`config.mk`:
```
export PLATFORM = sky130hd
export DESIGN_NAME = pred_ctrl
export DESIGN_NICKNAME = d
export VERILOG_FILES = /design/src/rtl/pred_ctrl.sv
export SDC_FILE = /design/constraint.sdc
export NUM_CORES = 1
export LEC_CHECK = 0
export ABC_AREA = 1
export BUFFER_PORTS_ARGS = -buffer_cell sky130_fd_sc_hd__buf_4
export CAP_MARGIN = 20
export CORE_MARGIN = 8
export CORE_UTILIZATION = 60
export DETAILED_ROUTE_END_ITERATION = 7
export PLACE_DENSITY = 0.9
export SYNTH_ARGS = -nofsm -noshare
export SYNTH_HDL_FRONTEND = slang
export SYNTH_SLANG_ARGS = --single-unit
```
`constraint.sdc`:
```
create_clock -name i_clk -period 3.9 [get_ports i_clk]
set_input_delay 0.195 -clock i_clk [delete_from_list [all_inputs] [get_ports i_clk]]
set_output_delay 0.195 -clock i_clk [all_outputs]
set_load 0.01 [all_outputs]
```
`src/rtl/pred_ctrl.sv`:
```
// Sequencer for a causal-predictor frame compressor: read cur/up/left pixels, predict, write residual.
// Optional PRED_CTRL_STALL_EN adds i_mem_ready so each read holds until the memory accepts it.
module pred_ctrl #(
   parameter int IMG_W  = 512,
   parameter int IMG_H  = 512,
   parameter int ADDR_W = 18
) (
   input  logic              i_clk,
   input  logic              i_rst,
   input  logic              i_start,
   input  logic [1:0]        i_mode,
`ifdef PRED_CTRL_STALL_EN
   input  logic              i_mem_ready,
`endif
   output logic              o_rd_en,
   output logic [ADDR_W-1:0] o_rd_addr,
   output logic              o_load_cur,
   output logic              o_load_up,
   output logic              o_load_left,
   output logic              o_load_pred,
   output logic [2:0]        o_opcode,
   output logic              o_wr_en,
   output logic [ADDR_W-1:0] o_wr_addr,
   output logic              o_first_row,
   output logic              o_first_col,
   output logic              o_busy,
   output logic              o_done
);

   localparam int CW = (IMG_W > 1) ? $clog2(IMG_W) : 1;
   localparam int RW = $clog2(IMG_H + 1);

   localparam logic [CW-1:0]     COL_LAST = CW'(IMG_W - 1);
   localparam logic [ADDR_W-1:0] LIN_LAST = ADDR_W'(IMG_W * IMG_H - 1);
   localparam logic [ADDR_W-1:0] ROW_STEP = ADDR_W'(IMG_W);

   localparam logic [1:0] M_AVG  = 2'd0;
   localparam logic [1:0] M_LEFT = 2'd1;
   localparam logic [1:0] M_UP   = 2'd2;

   localparam logic [2:0] OP_NOP  = 3'b000;
   localparam logic [2:0] OP_D1   = 3'b001;
   localparam logic [2:0] OP_D2   = 3'b010;
   localparam logic [2:0] OP_AVG  = 3'b100;
   localparam logic [2:0] OP_SUB2 = 3'b110;

   typedef enum logic [3:0] {
      S_IDLE    = 4'd0,
      S_CUR_RD  = 4'd1,
      S_CUR_LD  = 4'd2,
      S_UP_RD   = 4'd3,
      S_UP_LD   = 4'd4,
      S_LEFT_RD = 4'd5,
      S_LEFT_LD = 4'd6,
      S_PRED    = 4'd7,
      S_RES     = 4'd8,
      S_DONE    = 4'd9
   } state_t;

   state_t            r_state;
   logic [CW-1:0]     r_col;
   logic [RW-1:0]     r_row;
   logic [ADDR_W-1:0] r_lin;
   logic [1:0]        r_mode;

   logic              r_rd_en;
   logic [ADDR_W-1:0] r_rd_addr;
   logic              r_load_cur;
   logic              r_load_up;
   logic              r_load_left;
   logic              r_load_pred;
   logic [2:0]        r_opcode;
   logic              r_wr_en;
   logic [ADDR_W-1:0] r_wr_addr;
   logic              r_busy;
   logic              r_done;

   logic              w_accept;
   logic              w_need_up;
   logic              w_need_left;
   logic [2:0]        w_pred_op;

`ifdef PRED_CTRL_STALL_EN
   assign w_accept = i_mem_ready;
`else
   assign w_accept = 1'b1;
`endif

   // Neighbour needs depend only on the pixel position and latched mode, so they
   // stay stable for the whole pixel and also select the PRED opcode.
   assign w_need_up   = (r_row != '0) && ((r_mode == M_AVG) || (r_mode == M_UP));
   assign w_need_left = (r_col != '0) && ((r_mode == M_AVG) || (r_mode == M_LEFT));

   always_comb begin
      w_pred_op = OP_NOP;
      if (w_need_up && w_need_left) w_pred_op = OP_AVG;
      else if (w_need_up)           w_pred_op = OP_D2;
      else if (w_need_left)         w_pred_op = OP_D1;
   end

   // Outputs are registered for the state being entered, so each strobe lines up
   // with the cycle its state is occupied.
   always_ff @(posedge i_clk) begin
      if (i_rst) begin
         r_state     <= S_IDLE;
         r_col       <= '0;
         r_row       <= '0;
         r_lin       <= '0;
         r_mode      <= '0;
         r_rd_en     <= 1'b0;
         r_rd_addr   <= '0;
         r_load_cur  <= 1'b0;
         r_load_up   <= 1'b0;
         r_load_left <= 1'b0;
         r_load_pred <= 1'b0;
         r_opcode    <= OP_NOP;
         r_wr_en     <= 1'b0;
         r_wr_addr   <= '0;
         r_busy      <= 1'b0;
         r_done      <= 1'b0;
      end else begin
         r_rd_en     <= 1'b0;
         r_rd_addr   <= '0;
         r_load_cur  <= 1'b0;
         r_load_up   <= 1'b0;
         r_load_left <= 1'b0;
         r_load_pred <= 1'b0;
         r_opcode    <= OP_NOP;
         r_wr_en     <= 1'b0;
         r_wr_addr   <= '0;
         r_busy      <= 1'b1;
         r_done      <= 1'b0;

         case (r_state)
            S_IDLE: begin
               r_busy <= 1'b0;
               if (i_start) begin
                  r_state   <= S_CUR_RD;
                  r_col     <= '0;
                  r_row     <= '0;
                  r_lin     <= '0;
                  r_mode    <= i_mode;
                  r_busy    <= 1'b1;
                  r_rd_en   <= 1'b1;
                  r_rd_addr <= '0;
               end
            end

            S_CUR_RD: begin
               if (w_accept) begin
                  r_state    <= S_CUR_LD;
                  r_load_cur <= 1'b1;
               end else begin
                  r_rd_en   <= 1'b1;
                  r_rd_addr <= r_rd_addr;
               end
            end

            S_CUR_LD: begin
               if (w_need_up) begin
                  r_state   <= S_UP_RD;
                  r_rd_en   <= 1'b1;
                  r_rd_addr <= r_lin - ROW_STEP;
               end else if (w_need_left) begin
                  r_state   <= S_LEFT_RD;
                  r_rd_en   <= 1'b1;
                  r_rd_addr <= r_lin - ADDR_W'(1);
               end else begin
                  r_state     <= S_PRED;
                  r_load_pred <= 1'b1;
                  r_opcode    <= w_pred_op;
               end
            end

            S_UP_RD: begin
               if (w_accept) begin
                  r_state   <= S_UP_LD;
                  r_load_up <= 1'b1;
               end else begin
                  r_rd_en   <= 1'b1;
                  r_rd_addr <= r_rd_addr;
               end
            end

            S_UP_LD: begin
               if (w_need_left) begin
                  r_state   <= S_LEFT_RD;
                  r_rd_en   <= 1'b1;
                  r_rd_addr <= r_lin - ADDR_W'(1);
               end else begin
                  r_state     <= S_PRED;
                  r_load_pred <= 1'b1;
                  r_opcode    <= w_pred_op;
               end
            end

            S_LEFT_RD: begin
               if (w_accept) begin
                  r_state     <= S_LEFT_LD;
                  r_load_left <= 1'b1;
               end else begin
                  r_rd_en   <= 1'b1;
                  r_rd_addr <= r_rd_addr;
               end
            end

            S_LEFT_LD: begin
               r_state     <= S_PRED;
               r_load_pred <= 1'b1;
               r_opcode    <= w_pred_op;
            end

            S_PRED: begin
               r_state   <= S_RES;
               r_wr_en   <= 1'b1;
               r_opcode  <= OP_SUB2;
               r_wr_addr <= r_lin;
            end

            S_RES: begin
               r_lin <= r_lin + ADDR_W'(1);
               if (r_col == COL_LAST) begin
                  r_col <= '0;
                  r_row <= r_row + RW'(1);
               end else begin
                  r_col <= r_col + CW'(1);
               end
               if (r_lin == LIN_LAST) begin
                  r_state <= S_DONE;
                  r_done  <= 1'b1;
               end else begin
                  r_state   <= S_CUR_RD;
                  r_rd_en   <= 1'b1;
                  r_rd_addr <= r_lin + ADDR_W'(1);
               end
            end

            S_DONE: begin
               r_state <= S_IDLE;
               r_busy  <= 1'b0;
            end

            default: begin
               r_state <= S_IDLE;
               r_busy  <= 1'b0;
            end
         endcase
      end
   end

   assign o_rd_en     = r_rd_en;
   assign o_rd_addr   = r_rd_addr;
   assign o_load_cur  = r_load_cur;
   assign o_load_up   = r_load_up;
   assign o_load_left = r_load_left;
   assign o_load_pred = r_load_pred;
   assign o_opcode    = r_opcode;
   assign o_wr_en     = r_wr_en;
   assign o_wr_addr   = r_wr_addr;
   assign o_busy      = r_busy;
   assign o_done      = r_done;
   // Edge flags only mean something while a frame is running; forced low in IDLE.
   assign o_first_row = r_busy && (r_row == '0);
   assign o_first_col = r_busy && (r_col == '0);

endmodule
```
Word-level counts from Yosys, hierarchy flattened
Cells that the tools add are included.
- flip-flop bits (word level): 90
- input port bits: 5
- output and inout bits: 49
- add/sub/neg operators: 5
- eq/ne operators: 14
- muxes and demuxes: 37
- bitwise gates (word level): 2
- reduce and logical (&&, ||, !) cells: 20
- operators with widths (cell ; count):
    2-to-1 mux 18 bit ; 4
    one-hot mux 18 bit (3 select lines) ; 1
    one-hot mux 18 bit (2 select lines) ; 1
    one-hot mux 4 bit (9 select lines) ; 1
    2-to-1 mux 10 bit ; 2
    one-hot mux 10 bit (2 select lines) ; 1
    adder 18 x 1 -> 18 bit, second input constant ; 1
    equality test 18 bit, second input constant ; 1
    2-to-1 mux 9 bit ; 2
    one-hot mux 9 bit (2 select lines) ; 1
    subtractor 18 x 1 -> 18 bit, second input constant ; 1
    subtractor 18 x 10 -> 18 bit, second input constant ; 1
    equality test 4 x 3 -> 1 bit, second input constant ; 4
    2-to-1 mux 3 bit ; 5
    2-to-1 mux 1 bit ; 12
    one-hot mux 3 bit (4 select lines) ; 1
    adder 10 x 1 -> 10 bit, second input constant ; 1
    zero test 10 bit ; 1
    nonzero test 10 bit ; 1
    adder 9 x 1 -> 9 bit, second input constant ; 1
    equality test 9 bit, second input constant ; 1
    zero test 9 bit ; 1
    nonzero test 9 bit ; 1
    equality test 4 x 2 -> 1 bit, second input constant ; 2
    20 further kinds ; 30

Longest topological paths before layout
- word-level depth: 9
- gate-level depth with buffers: 13

Worst setup path after synthesis
Ideal clock, no wire load.
- path kind: flip-flop to flip-flop
- start point: reg r_col[0]
- end point: reg r_row[4]
- arrival: 1.751 ns
- required time: 3.781 ns
- path slack: 2.029 ns
- stages on the path, launching flop included: 14
- period minus slack after synthesis: 1.871 ns
- path through: dfxtp_1 ha_1 nand3_1 nor2_1 nand3_1 nor2_1 ha_1 nand2_1 nand2_4 inv_2 nor2_4 nand2_1 o21ai_0 a21oi_1
- cells in the longest elaborated chain, start to end: 3
- RTL lines (item ; line ; RTL):
    from (decl) ; 61 ; logic [CW-1:0] r_col;
    from (signal assigned) ; 226 ; r_col <= r_col + CW'(1);
    equality test 9 bit ; 222 ; if (r_col == COL_LAST) begin
    inequality test 2 bit (no source line) ; -- ;
    AND reduction 3 bit (no source line) ; -- ;
    to (signal assigned) ; 224 ; r_row <= r_row + RW'(1);
    to (decl) ; 62 ; logic [RW-1:0] r_row;
Every way passes these cells.
A chain may end at the register's enable or synchronous reset.

Worst setup path after layout
Same ends and word-level chain as after synthesis.

==> qor.yml <==
status: "complete, no violations"
peakVddDrop_mv: 0.287
antenna_found_initial: 0
crit_path_start: "r_col[0]"
ant_nets: 0
final_util_pct: 69.9
p_leak_nw: 2.30
yosysUniqueCellTypes: 36
hold_class: "in -> reg"
yosysWarnings: 0
critPathCapture: "r_row[4]"
start_util_pct: 61.6
drt_first_pass_iters: 5
syn_to_final_growth_pct: 13.4
ys_seq_area_share_pct: 37.8
ys_ff_latch: 90
core_um2: 7730
cpPeakStageDelay_ns: 0.40
routed_wl_um: 12200
cp_top_family: "simple AND/OR/NAND/NOR gates"
cap_viol_max_count: 0
cts-root-buf: "clkbuf_8"
design_area_um2: 5400
crit_slowest_cell: "dfxtp_1"
tns_ns: 0
netlist.area_leader.share_pct: 37.8
via_per_inst: 5.52
synth_area_um2: 4760
critical_path.endpoint_type: "register"
tightest_slew_ns: 0.654
hpwl_um: 8580
cts.clk_slew.worst_paths_ns: 0.09
synth.area.top_cells: "dfxtp_1 38%, nand2_1 12%, nor2_1 7.7%, a21oi_1 6.3%, inv_1 5.9%"
grt.total_usage_pct: 21.7
avgRoutedWirePerCell_um: 14.5
final_nets: 748
r2r_end: "r_row[4]"
rsz0062_at_grt: "no"
start_kind: "register"
grt_pass1_vias: 4352
clk_latency_ns: 0.36
cts_sinks: 90
powerDensity_nw_per_um2: 404
reg2reg_slack_ns: 1.65
cts_inserted_buffers: 9
antenna_cells: 0
cp_cell_sequence: "ha_1 > nand3_1 > nor2_1 > nand3_1 > nor2_1 > ha_1 > nand2_1 > nand2_4 > inv_2 > nor2_4 > nand2_1 > o21ai_0 > a21oi_1"
maxSlewViolCount: 0
syn_inst: 696
io_pins: 54
syn_area_per_cell_um2: 6.84
cp_max_fo: 8
power_w: 0.00218
fin_crit_ns: 2.25
yosys.area.top_type: "dfxtp_1"
r2r_cells: 13
portBuffers: 53
hold_violations: 0
critical_path_class: "reg -> reg"
drt_iter0_drc: 389
drc: 0
grt-ovfl-total: 0
max_freq_mhz: 445
grt_max_degree: 54
gp_congestion: 0.927
grt_pass1_wl_um: 20100
die_h_um: 105
period_share_pct: 57.6
syn-num-nets: 710
cts_tree: "built"
crit_buf_inv: 1
clock_path_buffers: 2
post_cts_resize_count: 0
fin_skew_ns: 0.0119
relSlewSlack_pct: 56.4
fillers: 624
timing.rr.start: "r_col[0]"
finalSetupViolations: 0
dieArea_um2: 11000
critPathRequiredTime_ns: 4.16
whs_ns: 0.131
cts.htree.levels: 3
ctsHoldBuffers: 0
cp.depth: 13
cts_setup_buffers: 0
die_w_um: 105
dpl_cell_area_um2: 5140
layout-drive-gt1-share_pct: 15.2
vias: 4633
cp_data_arrival_time_ns: 2.51
num_rows: 32
per-layer routing:
metal	part of all wire [%]	GRT usage, %
met1	42	25.9
met4	2.1	9.07
met3	7.4	4.91
met2	48	36.6
met5	0	0
cell type report:
cell class | count | area, µm² | share of cell area, %
Timing Repair Buffer | 56 | 428 | 7.92
Sequential cell | 90 | 1800 | 33.4
Clock buffer | 11 | 151 | 2.80
Tap cell | 102 | 128 | 2.36
Inverter | 87 | 327 | 6.05
Multi-Input combinational cell | 490 | 2470 | 45.7
Clock inverter | 4 | 98.8 | 1.83
worst min-delay path by stage:
stage / cells after the start / start / slack, ns / endpoint
6_report: 3 / i_mode[0] / 0.13 / r_mode[0]
5_1_grt: 3 / i_mode[0] / 0.12 / r_mode[0]
4_1_cts: 3 / i_mode[0] / 0.13 / r_mode[0]
3_5_place_dp: 2 / r_mode[1] / 0.47 / r_mode[1]
3_3_place_gp: 2 / r_mode[1] / 0.46 / r_mode[1]
2_1_floorplan: 1 / i_start / 0.34 / o_busy
layout by cell type, fill, tap and decap left out, drive strengths merged:
cell type / synthesis / final
o21a: 3 / 3
ha: 9 / 9
dfxtp: 90 / 90
bufinv: 0 / 3
xor2: 21 / 21
nand2: 156 / 156
clkbuf: 6 / 11
nand4: 10 / 10
nor2: 114 / 114
clkinv: 1 / 2
nand3b: 4 / 4
a31oi: 2 / 2
a21o: 1 / 1
nand3: 58 / 58
a21oi: 61 / 61
a211oi: 3 / 3
inv: 86 / 86
buf: 23 / 56
xnor2: 1 / 1
or2: 1 / 1
nor3: 10 / 10
a221oi: 2 / 2
and3: 1 / 1
o211ai: 1 / 1
o21ai: 31 / 31
nor4: 1 / 1
cell families (layout without fill, tap and decap cells):
logic type | after synthesis | in the layout | share of synthesized area, %
AOI/OAI and AO/OA | 104 | 104 | 12.1
xor gates and xnor gates | 22 | 22 | 4.05
adders and majority gates | 9 | 9 | 2.36
buffers and inverters | 116 | 158 | 10.4
DFF | 90 | 90 | 37.8
and+or+nand+nor | 355 | 355 | 33.3
where the power goes:
group,internal (W),switching (W)
Combinational,0.000122,0.000300
Sequential,0.000953,0.0000214
Clock,0.000459,0.000327
Total,0.00153,0.000649
registers in the layout, indices dropped and copies added, names as in the netlist, 2 cells and up:
| register | cells |
|---|---|
| o_wr_addr | 18 |
| o_opcode | 3 |
| r_row | 10 |
| r_col | 9 |
| r_mode | 2 |
| o_rd_addr | 18 |
| r_lin | 18 |
| r_state | 4 |
cells in the mapped netlist (all sizes together):
| master | n |
|---|---|
| nand2 | 156 |
| nor2 | 114 |
| dfxtp | 90 |
| inv | 86 |
| a21oi | 61 |
| nand3 | 58 |
| o21ai | 31 |
| buf | 23 |
| xor2 | 21 |
| nand4 | 10 |
| nor3 | 10 |
| ha | 9 |
| clkbuf | 6 |
| nand3b | 4 |
| a211oi | 3 |
| o21a | 3 |
| a221oi | 2 |
| a31oi | 2 |
| a21o | 1 |
| and3 | 1 |
| clkinv | 1 |
| nor4 | 1 |
| o211ai | 1 |
| or2 | 1 |
| xnor2 | 1 |
worst register-to-register path, stage by stage (launching register included):
cell and delay (ns):
dfxtp_1 0.40, ha_1 0.22, nand3_1 0.16, nor2_1 0.20, nand3_1 0.13, nor2_1 0.11, ha_1 0.20, nand2_1 0.12
nand2_4 0.14, inv_2 0.08, nor2_4 0.10, nand2_1 0.08, o21ai_0 0.17, a21oi_1 0.05
metrics by stage:
stage | instances | setup WS [ns]
floorplan | 696 | 2.03
global placement | 824 | 1.90
detailed placement | 824 | 1.70
CTS | 839 | 1.69
global route | 840 | 1.47
finish | 840 | 1.65
Note: power is estimated with default switching activity, not from simulation.
